File: src/rtl/fe_fetch_pkg.sv
// fe_fetch_pkg: shared widths, NOP encoding and fetch FSM states for the fetch stage
// Contents:
//   ADDR_W / INSTR_W   address and instruction widths
//   INSTR_NOP          canonical bubble instruction (addi x0, x0, 0)
//   FE_STATE_W         width of the fetch FSM state
//   fe_state_t         FE_RUN (requesting), FE_HOLD (buffer full), FE_FLUSH (stale request outstanding)
//   word_align()       clears the two byte-offset bits of an address
package fe_fetch_pkg;
    localparam int ADDR_W = 32;
    localparam int INSTR_W = 32;
    localparam logic [INSTR_W-1:0] INSTR_NOP = 32'h00000013;
    localparam int FE_STATE_W = 2;
    typedef enum logic [FE_STATE_W-1:0] {
        FE_RUN   = 2'd0,
        FE_HOLD  = 2'd1,
        FE_FLUSH = 2'd2
    } fe_state_t;
    function automatic logic [ADDR_W-1:0] word_align(input logic [ADDR_W-1:0] a);
        return a & ~(ADDR_W'(3));
    endfunction
endpackage

File: src/rtl/fe_hold_buf.sv
// fe_hold_buf: one-entry {pc, instr} holding register for fetches that complete under stall
// Ports:
//   clk, clr        clock, synchronous active-high reset (empties the entry)
//   load            capture in_pc/in_instr and mark full
//   drain           entry consumed, mark empty
//   flush           discard the entry (redirect)
//   in_pc, in_instr entry to capture
//   full            entry holds a fetched instruction
//   pc, instr       stored entry
module fe_hold_buf
    import fe_fetch_pkg::*;
(
    input  logic               clk,
    input  logic               clr,
    input  logic               load,
    input  logic               drain,
    input  logic               flush,
    input  logic [ADDR_W-1:0]  in_pc,
    input  logic [INSTR_W-1:0] in_instr,
    output logic               full,
    output logic [ADDR_W-1:0]  pc,
    output logic [INSTR_W-1:0] instr
);
    always_ff @(posedge clk) begin
        if (clr) begin
            full  <= 1'b0;
            pc    <= '0;
            instr <= INSTR_NOP;
        end else if (flush) begin
            full <= 1'b0;
        end else if (load) begin
            full  <= 1'b1;
            pc    <= in_pc;
            instr <= in_instr;
        end else if (drain) begin
            full <= 1'b0;
        end
    end
endmodule

File: src/rtl/fe_fetch.sv
// fe_fetch: b-risc instruction fetch stage with req/ack imem port, stall buffer and branch redirect
// Parameters:
//   RESET_PC  PC loaded by clr
//   PC_INC    sequential PC increment in bytes
// Ports:
//   clk, clr                      clock, synchronous active-high reset
//   stall                         hold o_pc/o_instr/o_valid
//   i_branch_en, i_branch_target  redirect request and address (bits [1:0] ignored)
//   o_imem_req, o_imem_addr       fetch request and address
//   i_imem_ack, i_imem_data       fetch completion and instruction
//   o_pc, o_instr, o_valid        registered instruction to id (NOP when not valid)
// Optional macro FE_PERF_CNT_EN adds o_fetch_cnt / o_bubble_cnt (unstalled valid / bubble cycles).
module fe_fetch
    import fe_fetch_pkg::*;
#(
    parameter logic [ADDR_W-1:0] RESET_PC = '0,
    parameter logic [ADDR_W-1:0] PC_INC   = ADDR_W'(4)
) (
    input  logic               clk,
    input  logic               clr,
    input  logic               stall,
    input  logic               i_branch_en,
    input  logic [ADDR_W-1:0]  i_branch_target,
    output logic               o_imem_req,
    output logic [ADDR_W-1:0]  o_imem_addr,
    input  logic               i_imem_ack,
    input  logic [INSTR_W-1:0] i_imem_data,
    output logic [ADDR_W-1:0]  o_pc,
    output logic [INSTR_W-1:0] o_instr,
    output logic               o_valid
`ifdef FE_PERF_CNT_EN
    ,
    output logic [31:0]        o_fetch_cnt,
    output logic [31:0]        o_bubble_cnt
`endif
);
    fe_state_t          state;
    logic [ADDR_W-1:0]  pc;
    logic [ADDR_W-1:0]  saved;
    logic [ADDR_W-1:0]  target;
    logic               ack;
    logic               buf_full;
    logic [ADDR_W-1:0]  buf_pc;
    logic [INSTR_W-1:0] buf_instr;
    logic               buf_load;
    logic               buf_drain;
    // Request is gated by clr directly so it is low throughout reset and rises
    // in the very first cycle clr is low.
    assign o_imem_req  = !clr && state != FE_HOLD;
    assign o_imem_addr = pc;
    // Acks arriving with no request outstanding are ignored.
    assign ack         = i_imem_ack && o_imem_req;
    assign target      = word_align(i_branch_target);
    assign buf_load    = !i_branch_en && state == FE_RUN && ack && stall;
    assign buf_drain   = !i_branch_en && state == FE_HOLD && !stall;
    fe_hold_buf u_buf (
        .clk      (clk),
        .clr      (clr),
        .load     (buf_load),
        .drain    (buf_drain),
        .flush    (i_branch_en),
        .in_pc    (pc),
        .in_instr (i_imem_data),
        .full     (buf_full),
        .pc       (buf_pc),
        .instr    (buf_instr)
    );
    always_ff @(posedge clk) begin
        if (clr) begin
            state   <= FE_RUN;
            pc      <= RESET_PC;
            saved   <= RESET_PC;
            o_pc    <= RESET_PC;
            o_instr <= INSTR_NOP;
            o_valid <= 1'b0;
        end else if (i_branch_en) begin
            o_instr <= INSTR_NOP;
            o_valid <= 1'b0;
            // A request still in flight must complete before the target can be
            // issued; otherwise redirect immediately.
            if (state == FE_HOLD || ack) begin
                pc    <= target;
                state <= FE_RUN;
            end else begin
                saved <= target;
                state <= FE_FLUSH;
            end
        end else begin
            unique case (state)
                FE_RUN: begin
                    if (ack) begin
                        pc <= pc + PC_INC;
                        if (stall) begin
                            state <= FE_HOLD;
                        end else begin
                            o_pc    <= pc;
                            o_instr <= i_imem_data;
                            o_valid <= 1'b1;
                        end
                    end else if (!stall) begin
                        o_instr <= INSTR_NOP;
                        o_valid <= 1'b0;
                    end
                end
                FE_HOLD: begin
                    if (!stall) begin
                        o_pc    <= buf_pc;
                        o_instr <= buf_instr;
                        o_valid <= buf_full;
                        state   <= FE_RUN;
                    end
                end
                FE_FLUSH: begin
                    if (ack) begin
                        pc    <= saved;
                        state <= FE_RUN;
                    end
                end
                default: state <= FE_RUN;
            endcase
        end
    end
`ifdef FE_PERF_CNT_EN
    always_ff @(posedge clk) begin
        if (clr) begin
            o_fetch_cnt  <= '0;
            o_bubble_cnt <= '0;
        end else if (!stall) begin
            o_fetch_cnt  <= o_fetch_cnt + 32'(o_valid);
            o_bubble_cnt <= o_bubble_cnt + 32'(!o_valid);
        end
    end
`endif
endmodule

File: config.mk
export PLATFORM = sky130hd
export DESIGN_NAME = fe_fetch
export DESIGN_NICKNAME = d
export VERILOG_FILES = /design/src/rtl/fe_fetch_pkg.sv /design/src/rtl/fe_hold_buf.sv /design/src/rtl/fe_fetch.sv
export SDC_FILE = /design/constraint.sdc
export NUM_CORES = 1
export LEC_CHECK = 0
export CORE_AREA = 10 10 127 175
export CTS_BUF_LIST = sky130_fd_sc_hd__clkbuf_8
export DETAILED_ROUTE_END_ITERATION = 6
export DIE_AREA = 0 0 137 185
export GPL_ROUTABILITY_DRIVEN = 0
export HOLD_SLACK_MARGIN = 0.05
export PLACE_DENSITY_LB_ADDON = 0.12
export SLEW_MARGIN = 20
export SYNTH_ARGS = -nofsm -noshare
export SYNTH_HDL_FRONTEND = slang
export SYNTH_SLANG_ARGS = --single-unit
File: constraint.sdc
create_clock -name clk -period 2.6 [get_ports clk]
set_input_delay 0.52 -clock clk [delete_from_list [all_inputs] [get_ports clk]]
set_output_delay 0.52 -clock clk [all_outputs]
set_load 0.005 [all_outputs]
Word level (Yosys, flattened, before mapping)
Index checks and enable logic that the tools add are counted.
- equal/unequal tests: 11
- reductions and logical operators: 22
- muxes and demuxes: 28
- add/subtract/negate cells: 1
- bitwise gates (word level): 2
- operators with widths (kind ; count):
    $mux 32 ; 11
    $pmux 32 s2 ; 3
    $add 32x3->32 const B ; 1
    $mux 2 ; 6
    $ne 3x3->1 const B ; 4
    $reduce_and 4->1 ; 2
    $logic_and 1x1->1 ; 7
    $mux 1 ; 6
    $ne 2x2->1 const B ; 3
    $pmux 2 s3 ; 1
    $reduce_and 5->1 ; 1
    $ne 2x1->1 const B ; 2
    $reduce_and 2->1 ; 2
    $reduce_bool 2->1 ; 2
    $logic_not 1->1 ; 3
    $reduce_and 3->1 ; 1
    $reduce_bool 3->1 ; 1
    $eq 2x1->1 const B ; 1
    $eq 2x2->1 const B ; 1
    $logic_not 2->1 ; 1
    $not 1->1 ; 2
    $pmux 1 s2 ; 1
    $reduce_or 2->1 ; 1
    $logic_or 1x1->1 ; 1
- flip-flop bits (word level): 194
- bits of input ports: 69
- output and inout bits: 98

Depth between registers and ports, before layout
Gate-level depths: netlist of run 1.
- depth after elaboration: 6
- mapped depth: 9

Cells and area by module
Synthesis of run 1 repeated with hierarchy kept, for this count alone.
- cells, all modules: 1141
- area, all modules: 9517.9 µm²
- by module, submodules not included (module ; area an instance (µm²) ; times used ; seq. area each (µm²) ; cells an instance):
    fe_fetch ; 6382.4 ; 1 ; 2542.4 ; 847
    fe_hold_buf ; 3135.5 ; 1 ; 1301.2 ; 294

Worst setup path before layout of run 1
No wires, ideal clock.
- kind: input -> register
- start point: in clr
- end point: reg u_buf.instr[25]
- setup slack: 0.601 ns
- path buffers: 4
- arrival: 1.867 ns
- stages on the path: 9
- data required time: 2.468 ns
- path through: buf_2 nor2b_1 buf_2 nand2_1 or3_1 buf_2 clkbuf_1 nand2_1 a21oi_1
- longest elaborated chain between the ends: 6
- ends and longest elaborated chain (what ; RTL line ; RTL):
    from (decl) ; fe_fetch.sv:20 ; input logic clr,
    $logic_not 1->1 ; fe_fetch.sv:49 ; assign o_imem_req = !clr && state != FE_HOLD;
    $logic_and 1x1->1 ; fe_fetch.sv:49 ;
    $logic_and 1x1->1 ; fe_fetch.sv:52 ; assign ack = i_imem_ack && o_imem_req;
    $logic_and 1x1->1 (2 in series) ; fe_fetch.sv:54 ; assign buf_load = !i_branch_en && state == FE_RUN && ack && stall;
    $reduce_and 2->1 (no line) ; n/a ;
    to (signal assigned) ; fe_hold_buf.sv:34 ; instr <= in_instr;
    to (decl) ; fe_hold_buf.sv:22 ; output logic [INSTR_W-1:0] instr
Several ways; a longest one is shown, not always the timed one.
A chain may end at the register's enable or synchronous reset.

Worst setup path in the final report of run 1
- start point: reg state[1]
- end point: out o_imem_req
- longest elaborated chain between the ends: 2
- ends and longest elaborated chain (what ; RTL line ; RTL):
    from (decl) ; fe_fetch.sv:37 ; fe_state_t state;
    from (signal assigned) ; fe_fetch.sv:70 ; state <= FE_RUN;
    from (signal assigned) ; fe_fetch.sv:83 ; state <= FE_RUN;
    from (signal assigned) ; fe_fetch.sv:86 ; state <= FE_FLUSH;
    $ne 2x1->1 ; fe_fetch.sv:49 ;
    $logic_and 1x1->1 ; fe_fetch.sv:49 ;
    to (decl) ; fe_fetch.sv:24 ; output logic o_imem_req,
Every way passes these cells.

==> summary.md, run 1 <==
| Metric | Value |
|---|---|
| Outcome | `finished clean` |
| # diodes | `0` |
| Synth area leader | `dfxtp_1` |
| GRT overflow | `0` |
| Largest net degree at the start of global routing | `142` |
| # setup viols final | `0` |
| Top cells by count, synth | `nand2_1, dfxtp_1, a21oi_1` |
| Post-synthesis simple-gate area fraction | `26.7%` |
| Relative slew slack | `30.0%` |
| Post-synthesis sequential area ratio | `44.9%` |
| Clock sinks | `188` |
| Core Util, Final | `56.6%` |
| Count of input and output buffers | `160` |
| Global routing met2 resource utilization | `36.8%` |
| Pwr Total | `6.06 mW` |
| Synth area leaders | `dfxtp_1, nand2_1, a21oi_1` |
| Count leader, synth | `nand2_1` |
| Final Cycle Share | `92.8%` |
| Top Ports | `167` |
| Max-cap violations | `0` |
| CTS Buffer Depth | `2` |
| First-pass GRT wire length | `42.7 mm` |
| Post-CTS Setup Repair Bufs | `0` |
| Row Count | `60` |
| Clock slew at reported path FFs | `0.10 ns` |
| Main synth FF type | `dfxtp_1` |
| Synth Instances | `1,104` |
| Die height | `185 µm` |
| Top Usage Layer GRT | `met2` |
| Layout Nets | `1,303` |
| CTS tree | `done` |
| Kind of critical path | `flip-flop to output pin` |
| Fmax | `0.415 GHz` |
| Area Growth Syn to Fin | `28.8%` |
| Critical Path Source Type | `flip-flop` |
| DR pass1 iterations | `5` |
| Initial drt markers | `580` |
| TritonCTS Buffers | `17` |
| Worst vdd ir | `0.373 mV` |
| Fin. Hold Viols | `0` |
| Initial Utilization | `43.9%` |
| Area share of fa/ha/maj cells after synthesis | `0.149%` |
| Final ANT Viol Nets | `0` |
| Total global-route track usage | `21.2%` |
| Via density | `5.54` |
| Final Routed Wirelength | `27.3 mm` |
| Number of global-route vias before repair | `7,925` |
| Crit path DAT | `1.89 ns` |
| Synth Register Bits | `188` |
| Xor/xnor share of the synthesized area | `0.627%` |
| Worst-Margin Slew | `1.04 ns` |
| Largest family of logic cells by synthesized area | `simple AND/OR/NAND/NOR gates` |
| RSZ-0062 raised after global routing | `false` |
| Max Transition Viols Final | `0` |
| Residual DRC | `0` |
| Grt met1 use | `23.3%` |
| Share of post-route cells with drive strength above 1 | `8.91%` |
| Hpwl dp | `18.8 mm` |
| Synth Area in Compound Gates | `21.1%` |
| Clock Skew | `0.0107 ns` |
| # fillers | `1,870` |
| Synth cell types | `56` |
| Average wire per standard cell | `18.3 µm` |
| Die W | `137 µm` |
| CP Data Required Time | `2.08 ns` |
| Syn_area_per_cell | `7.59 µm²` |
| YS warnings | `0` |
| H-tree levels | `4` |
| Antenna violations before repair | `0` |
| Static leakage | `3.69 nW` |
| Die area | `25,300 µm²` |
| Worst-Skew Late Latency | `0.47 ns` |
| Post-synth ARST share | `0%` |
| Root Driver | `clkbuf_8` |
| Worst min path class | `input pin to flip-flop` |
| Synth Cell Area | `8380 µm²` |
| Post-synth EDFFs | `0` |
| CORE AREA | `19,100 µm²` |
| Multiplexer share of the synthesized area | `0.373%` |
| Power density over cell area | `562 nW/µm²` |
| Worst setup EP type | `output pin` |
| Final worst path period need | `2.41 ns` |
| Top cell type's share of synthesized area | `44.9%` |
| Grt met3 use | `5.34%` |
| Largest fanout on the critical path | `9` |
| Via count | `8,284` |
[metal layers]
metal	vias up	wire [µm]
li1	4094	-
met5	-	0
met1	3883	10500
met2	258	13900
met4	0	1140
met3	49	1780
[layout by cell type (no fill, tap or decap), types with 4 or more instances in the layout]
cell / n
or2_2: 4
clkbuf_8: 17
nand4_1: 9
clkdlybuf4s50_1: 158
o22ai_1: 6
o21ai_0: 29
buf_4: 54
nand2b_1: 11
inv_8: 5
o221ai_1: 6
and2_1: 4
nor4_1: 9
conb_1: 4
buf_12: 7
inv_1: 5
nor2_1: 92
dfxtp_1: 187
a31oi_1: 5
a21o_1: 4
a311oi_1: 32
nor3_1: 39
xor2_1: 4
a21oi_1: 126
nand3_1: 20
a211oi_1: 14
and3_1: 6
and4_1: 4
o211ai_1: 8
a221oi_1: 30
nand2_1: 286
nand3b_1: 4
[where the power goes]
group / switching (mW) / internal (mW)
registers: 0.0865 / 2.99
logic: 0.491 / 0.436
clock network: 1.16 / 0.891
[worst max-delay path: stages (launching register included)]
cell and delay [ns]:
dfxtp_1 0.58, nor2b_4 0.15, nor2_1 0.14, clkdlybuf4s50_1 0.56
[flip-flops by register name, indices dropped and copies added (netlist names)]
signal and flops:
state 2, u_buf.instr 32, saved 30, u_buf.full 1, o_instr 32, o_pc 30
u_buf.pc 30, o_imem_addr 30, o_valid 1
[repair_timing]
action / 4_1_cts / 5_1_grt
setup endpoints to repair: 0 / 1
hold buffers: 0 / 0
gates resized for setup: 0 / 1
[cell families after synthesis]
kind of cell | count (synthesis)
and+or+nand+nor | 511
muxes | 3
xor gates and xnor gates | 6
buffers and inverters | 118
AOI/OAI and AO/OA | 276
adders and majority gates | 1
DFF | 188
other | 1
[worst paths after layout]
check                                    start               to  slack (ns)  depth (start not counted)
worst min register to register  u_buf.instr[2]   u_buf.instr[2]        0.46                          2
worst min-delay path               i_branch_en         state[0]        0.45                          4
worst max-delay path                  state[1]       o_imem_req        0.19                          3
worst max register to register  o_imem_addr[4]  o_imem_addr[31]        0.35                          5
[layout make-up]
class	count	area, µm²	area share, %
multi-input combinational	801	4150	38.5
sequential	188	3760	34.9
timing repair buffer	220	2130	19.8
tap	248	310	2.88
clock buffer	17	234	2.17
clock inverter	15	179	1.66
inverter	5	18.8	0.174
[per-stage QoR]
| step | cells | area [µm²] | hold WS (ns) | TNS [ns] | worst slack (ns) |
|---|---|---|---|---|---|
| 6_report | 1494 | 10800 | 0.451 | 0 | 0.188 |
| 5_1_grt | 1494 | 10800 | 0.475 | 0 | 0.0757 |
| 4_1_cts | 1494 | 10800 | 0.433 | 0 | 0.0685 |
| 3_5_place_dp | 1462 | 10400 | 0.446 | -0.759 | -0.0561 |
| 3_3_place_gp | 1462 | 10400 | 0.440 | -0.837 | -0.0576 |
| 2_1_floorplan | 1107 | 8390 | 0.432 | 0 | 0.601 |
Note: power is estimated with default switching activity, not from simulation.
==> run 2: changes to the inputs <==
==> constraint.sdc (replaced) <==
create_clock -name clk -period 2.6 [get_ports clk]
set_input_delay 0.52 -clock clk [delete_from_list [all_inputs] [get_ports clk]]
set_output_delay 0.52 -clock clk [all_outputs]
set_load 0.02 [all_outputs]
==> summary.md, run 2 (same netlist as run 1, synthesis figures left out) <==
| Metric | Value |
|---|---|
| Die height | `185 µm` |
| Worst setup EP type | `output pin` |
| Final Cycle Share | `92.4%` |
| Kind of critical path | `flip-flop to output pin` |
| CORE AREA | `19,100 µm²` |
| Top Ports | `167` |
| Max Transition Viols Final | `0` |
| Die area | `25,300 µm²` |
| CP Data Required Time | `2.08 ns` |
| CP cell instances | `nor2b_4, nor2_1, clkdlybuf4s50_1` |
| Clock sinks | `188` |
| Largest net degree at the start of global routing | `100` |
| CTS Buffer Depth | `2` |
| Max-cap violations | `0` |
| Post-place setup slack | `-0.0520 ns` |
| Worst min path class | `input pin to flip-flop` |
| Leading cell type in the layout, fill and taps excluded | `nand2_1` |
| Worst vdd ir | `0.419 mV` |
| DR pass1 iterations | `6` |
| Biggest regs | `o_instr x32, u_buf.instr x32` |
| Final Routed Wirelength | `27.3 mm` |
| CP max stage delay | `0.57 ns` |
| GRT overflow | `0` |
| Static leakage | `3.69 nW` |
| Die W | `137 µm` |
| Via density | `5.56` |
| Root Driver | `clkbuf_8` |
| Initial Utilization | `43.9%` |
| Final ANT Viol Nets | `0` |
| RSZ-0062 raised after global routing | `false` |
| Row Count | `60` |
| Antenna violations before repair | `0` |
| H-tree levels | `4` |
| Commonest non-fill, non-tap cells in the layout | `nand2_1, dfxtp_1, clkdlybuf4s50_1` |
| Crit path DAT | `1.88 ns` |
| Total global-route track usage | `21.4%` |
| Share of post-route cells with drive strength above 1 | `8.67%` |
| Final worst slack | `0.198 ns` |
| First-pass GRT wire length | `43.3 mm` |
| Worst-Skew Late Latency | `0.47 ns` |
| Relative slew slack | `32.1%` |
| Seq pwr share | `49.9%` |
| Slowest CP cell | `clkdlybuf4s50_1` |
| Largest fanout on the critical path | `10` |
| Critical Path Source Type | `flip-flop` |
| TritonCTS Buffers | `17` |
| Count of input and output buffers | `160` |
| Residual DRC | `0` |
| # setup viols final | `0` |
| Outcome | `finished clean` |
| Fin. Hold Viols | `0` |
| Area Growth Syn to Fin | `28.8%` |
| CTS tree | `done` |
| Clock share of power | `33.9%` |
| Layout Nets | `1,302` |
| Number of global-route vias before repair | `8,037` |
| Int Pwr | `4.40 mW` |
| Worst-Margin Slew | `1.01 ns` |
| Multi-input gate area | `4150 µm²` |
| Switching part of the total power | `28.8%` |
| Clock slew at reported path FFs | `0.10 ns` |
| Net switching power figure | `1.78 mW` |
| Hold Slack | `0.428 ns` |
| Average wire per standard cell | `18.3 µm` |
| # diodes | `0` |
| # fillers | `1,839` |
| CP bufs+invs | `1` |
| CP top delay family | `buffers and inverters` |
| Via count | `8,299` |
| FF/Latch Area | `3760 µm²` |
| Initial drt markers | `569` |
| Clock Skew | `0.0128 ns` |
| Logic pwr share | `16.3%` |
| Fmax | `0.416 GHz` |
| Hpwl dp | `18.8 mm` |
| Power density over cell area | `573 nW/µm²` |
| Final worst path period need | `2.40 ns` |
run 2: changes by cell type in the layout (fill, tap and decap cells not counted), sizes merged:
cell,previous run,this run
bufinv,2,3
buf,62,61
clkinv,4,3
run 2: final cells by class:
| cell class | instances | area share [%] |
|---|---|---|
| clock buffer | 17 | 2.17 |
| multi-input combinational | 801 | 38.5 |
| inverter | 5 | 0.174 |
| tap | 248 | 2.88 |
| timing repair buffer | 219 | 19.7 |
| sequential | 188 | 34.9 |
| clock inverter | 15 | 1.76 |
run 2: timing repair:
action,in CTS,in global routing
gates resized for setup,0,0
endpoints found under the setup margin,1,0
setup buffers,1,0
hold buffers,0,0
run 2: routing by layer:
metal / global-route usage (%) / vias to the layer above / routed length [µm]
li1: - / 4082 / -
met1: 23.5 / 3913 / 10400
met2: 37.2 / 254 / 14000
met3: 5.80 / 50 / 1930
met4: 9.89 / 0 / 1030
met5: 0 / - / 0
run 2: power groups by stage:
stage / sequential (mW) / clock [mW] / combinational [mW]
after CTS: 3.08 / 2.15 / 1.01
after global placement: 3.15 / 0 / 1.00
final: 3.08 / 2.09 / 1.01
after global routing: 3.10 / 2.26 / 1.09
after floorplan: 3.21 / 0 / 0.461
after detailed placement: 3.15 / 0 / 1.01
run 2: stage by stage:
stage | total power [mW] | cells | utilization, % | TNS [ns] | instance area (µm²)
2_1_floorplan | 3.67 | 1107 | - | 0 | 8390
3_3_place_gp | 4.15 | 1460 | 54.3 | 0 | 10400
3_5_place_dp | 4.16 | 1460 | 54.3 | -0.607 | 10400
4_1_cts | 6.24 | 1493 | 56.6 | 0 | 10800
5_1_grt | 6.45 | 1493 | 56.6 | 0 | 10800
6_report | 6.18 | 1493 | 56.6 | 0 | 10800
run 2: tightest hold or removal path, cell delays in order:
cell,delay (ns)
buf_2,0.13
a21oi_1,0.15
nor3_1,0.05
run 2: final timing paths:
path / slack, ns / start / cells after the start / to
max: 0.20 / state[0] / 3 / o_imem_req
min: 0.43 / i_branch_en / 3 / state[1]
max reg2reg: 0.23 / state[1] / 6 / saved[22]
min reg2reg: 0.46 / saved[28] / 2 / saved[28]
==> run 3: changes to the inputs <==
--- a/config.mk
+++ b/config.mk
@@ -5,14 +5,16 @@
 export SDC_FILE = /design/constraint.sdc
 export NUM_CORES = 1
 export LEC_CHECK = 0
-export CORE_AREA = 10 10 127 175
+export ABC_CLOCK_PERIOD_IN_PS = 2600
+export CORE_AREA = 2 2 126 178
 export CTS_BUF_LIST = sky130_fd_sc_hd__clkbuf_8
 export DETAILED_ROUTE_END_ITERATION = 6
-export DIE_AREA = 0 0 137 185
+export DIE_AREA = 0 0 128 180
 export GPL_ROUTABILITY_DRIVEN = 0
 export HOLD_SLACK_MARGIN = 0.05
 export PLACE_DENSITY_LB_ADDON = 0.12
 export SLEW_MARGIN = 20
 export SYNTH_ARGS = -nofsm -noshare
 export SYNTH_HDL_FRONTEND = slang
+export SYNTH_HIERARCHICAL = 1
 export SYNTH_SLANG_ARGS = --single-unit
==> summary.md, run 3 <==
| Metric | Value |
|---|---|
| Outcome | `finished clean` |
| Count leader, synth | `dfxtp_1` |
| Relative slew slack | `53.8%` |
| Initial drt markers | `690` |
| Synth area leaders | `dfxtp_1, nand4bb_1, nand2_1` |
| Via count | `8,896` |
| Initial Utilization | `44.4%` |
| Power density over cell area | `545 nW/µm²` |
| Post-synth EDFFs | `0` |
| Post-CTS Setup Repair Bufs | `0` |
| Kind of critical path | `flip-flop to output pin` |
| GRT overflow | `0` |
| CP cell instances | `nor2b_2, nor2_1, clkdlybuf4s50_1` |
| Synth Cell Area | `9520 µm²` |
| Int Pwr | `4.64 mW` |
| Worst-Skew Late Latency | `0.47 ns` |
| # setup viols final | `0` |
| Average wire per standard cell | `18.2 µm` |
| Clock slew at reported path FFs | `0.09 ns` |
| R2R setup slack | `0.54 ns` |
| Area Growth Syn to Fin | `24.7%` |
| Largest fanout on the critical path | `11` |
| Number of global-route vias before repair | `8,562` |
| Hold Slack | `0.377 ns` |
| CP top delay family | `buffers and inverters` |
| Count of input and output buffers | `162` |
| Seq pwr share | `48.6%` |
| Synth area leader | `dfxtp_1` |
| Largest net degree at the start of global routing | `79` |
| R2r worst-path depth | `6` |
| Final Cycle Share | `95.4%` |
| WP depth | `3` |
| Residual DRC | `0` |
| Worst vdd ir | `0.374 mV` |
| Critical Path Source Type | `flip-flop` |
| CTS Buffer Depth | `2` |
| Final ANT Viol Nets | `0` |
| Top Ports | `167` |
| Max layer used | `met4` |
| Top cells by count, synth | `dfxtp_1, nand2_1, nor2_1` |
| Max Transition Viols Final | `0` |
| Worst-Margin Slew | `0.694 ns` |
| H-tree levels | `4` |
| Main synth FF type | `dfxtp_1` |
| Synth Instances | `1,141` |
| Layout Nets | `1,337` |
| Slowest CP cell | `clkdlybuf4s50_1` |
| Final Routed Wirelength | `28.1 mm` |
| Syn_area_per_cell | `8.34 µm²` |
| Die W | `128 µm` |
| Leading cell type in the layout, fill and taps excluded | `dfxtp_1` |
| Synth cell types | `73` |
| Post-place setup slack | `0.127 ns` |
| Routed metal-1 wire length | `12.4 mm` |
| CP bufs+invs | `1` |
| Fmax | `0.403 GHz` |
| Max-cap violations | `0` |
| Net switching power figure | `1.82 mW` |
| Fin. Hold Viols | `0` |
| Setup_tns | `0 ns` |
| CORE AREA | `21,500 µm²` |
| Worst min path class | `input pin to flip-flop` |
| Die area | `23,000 µm²` |
| Crit path DAT | `1.96 ns` |
| Hold Path Cell Cnt | `3` |
| Clock sinks | `192` |
| Final worst slack | `0.119 ns` |
| Post-synthesis sequential area ratio | `40.4%` |
| Clock Skew | `0.0142 ns` |
| TritonCTS Buffers | `17` |
| Total global-route track usage | `24.7%` |
| Antenna violations before repair | `0` |
| Logic pwr share | `16.3%` |
| # fillers | `2,037` |
| Post-synth ARST share | `0%` |
| DR pass1 iterations | `5` |
| Die height | `180 µm` |
| Worst setup EP type | `output pin` |
| Met2 wire len | `14.0 mm` |
| First-pass GRT wire length | `46.1 mm` |
| Final worst path period need | `2.48 ns` |
| CTS tree | `done` |
| Share of post-route cells with drive strength above 1 | `11.2%` |
| Commonest non-fill, non-tap cells in the layout | `dfxtp_1, clkdlybuf4s50_1, nand2_1` |
| RSZ-0062 raised after global routing | `false` |
| Hold-fix buffers, CTS | `0` |
| CP Data Required Time | `2.08 ns` |
| Row Count | `64` |
| Switching part of the total power | `28.2%` |
| YS warnings | `6` |
| Root Driver | `clkbuf_8` |
| Clock share of power | `35.1%` |
| CTS resizes | `0` |
| # diodes | `0` |
| Synth Register Bits | `192` |
| CP max stage delay | `0.66 ns` |
| Top cell type's share of synthesized area | `40.4%` |
| Hpwl dp | `18.3 mm` |
| WL met3 | `933 µm` |
| Via density | `5.77` |
| Static leakage | `4.04 nW` |
==> run 3: final timing paths <==
path	start	to
worst max-delay path	state[1]	o_imem_req
worst min-delay path	clr	u_buf/instr[16]
worst max register to register	o_imem_addr[7]	o_imem_addr[26]
worst min register to register	saved[20]	saved[20]
==> run 3: final cells by class <==
cell class	count	area, µm²	share of cell area (%)
well taps	264	330	2.78
multi-input cells	831	5110	43.0
repair buffers	214	2090	17.6
flip-flops and latches	192	3840	32.4
clock buffers	19	262	2.20
clock inverters	12	196	1.66
inverters	11	41.3	0.348
==> run 3: through the flow <==
| stage | instances | util [%] | area (µm²) | power (mW) |
|---|---|---|---|---|
| detailed placement | 1512 | 53.2 | 11400 | 4.27 |
| global route | 1543 | 55.3 | 11900 | 6.75 |
| finish | 1543 | 55.3 | 11900 | 6.46 |
| floorplan | 1144 | - | 9530 | 3.79 |
| CTS | 1543 | 55.3 | 11900 | 6.52 |
| global placement | 1512 | 53.2 | 11400 | 4.26 |
==> run 3: layer usage <==
layer	GRT usage, %	up-vias
li1	-	4357
met1	31.6	4272
met2	42.4	222
met3	3.39	45
met4	8.62	0
met5	0	-
==> run 3: cell families (layout without fill, tap and decap cells) <==
logic type,after synthesis,after routing,synth area share (%)
adders and majority gates,1,1,0.131
DFF,192,192,40.4
AOI/OAI and AO/OA,287,287,21.3
buffers and inverters,121,256,6.30
and+or+nand+nor,528,528,30.7
muxes,7,7,0.736
xor gates and xnor gates,4,4,0.368
other,1,4,0.0394
==> run 3: tightest hold or removal path, stage by stage <==
cell and delay [ns]:
buf_6 0.11, nand2b_1 0.12, o21ai_2 0.05
==> run 3: power by group through the flow <==
stage | clock network [mW] | registers [mW] | logic, mW
6_report | 2.27 | 3.14 | 1.05
5_1_grt | 2.44 | 3.16 | 1.15
4_1_cts | 2.32 | 3.14 | 1.06
3_5_place_dp | 0 | 3.21 | 1.05
3_3_place_gp | 0 | 3.21 | 1.05
2_1_floorplan | 0 | 3.28 | 0.515
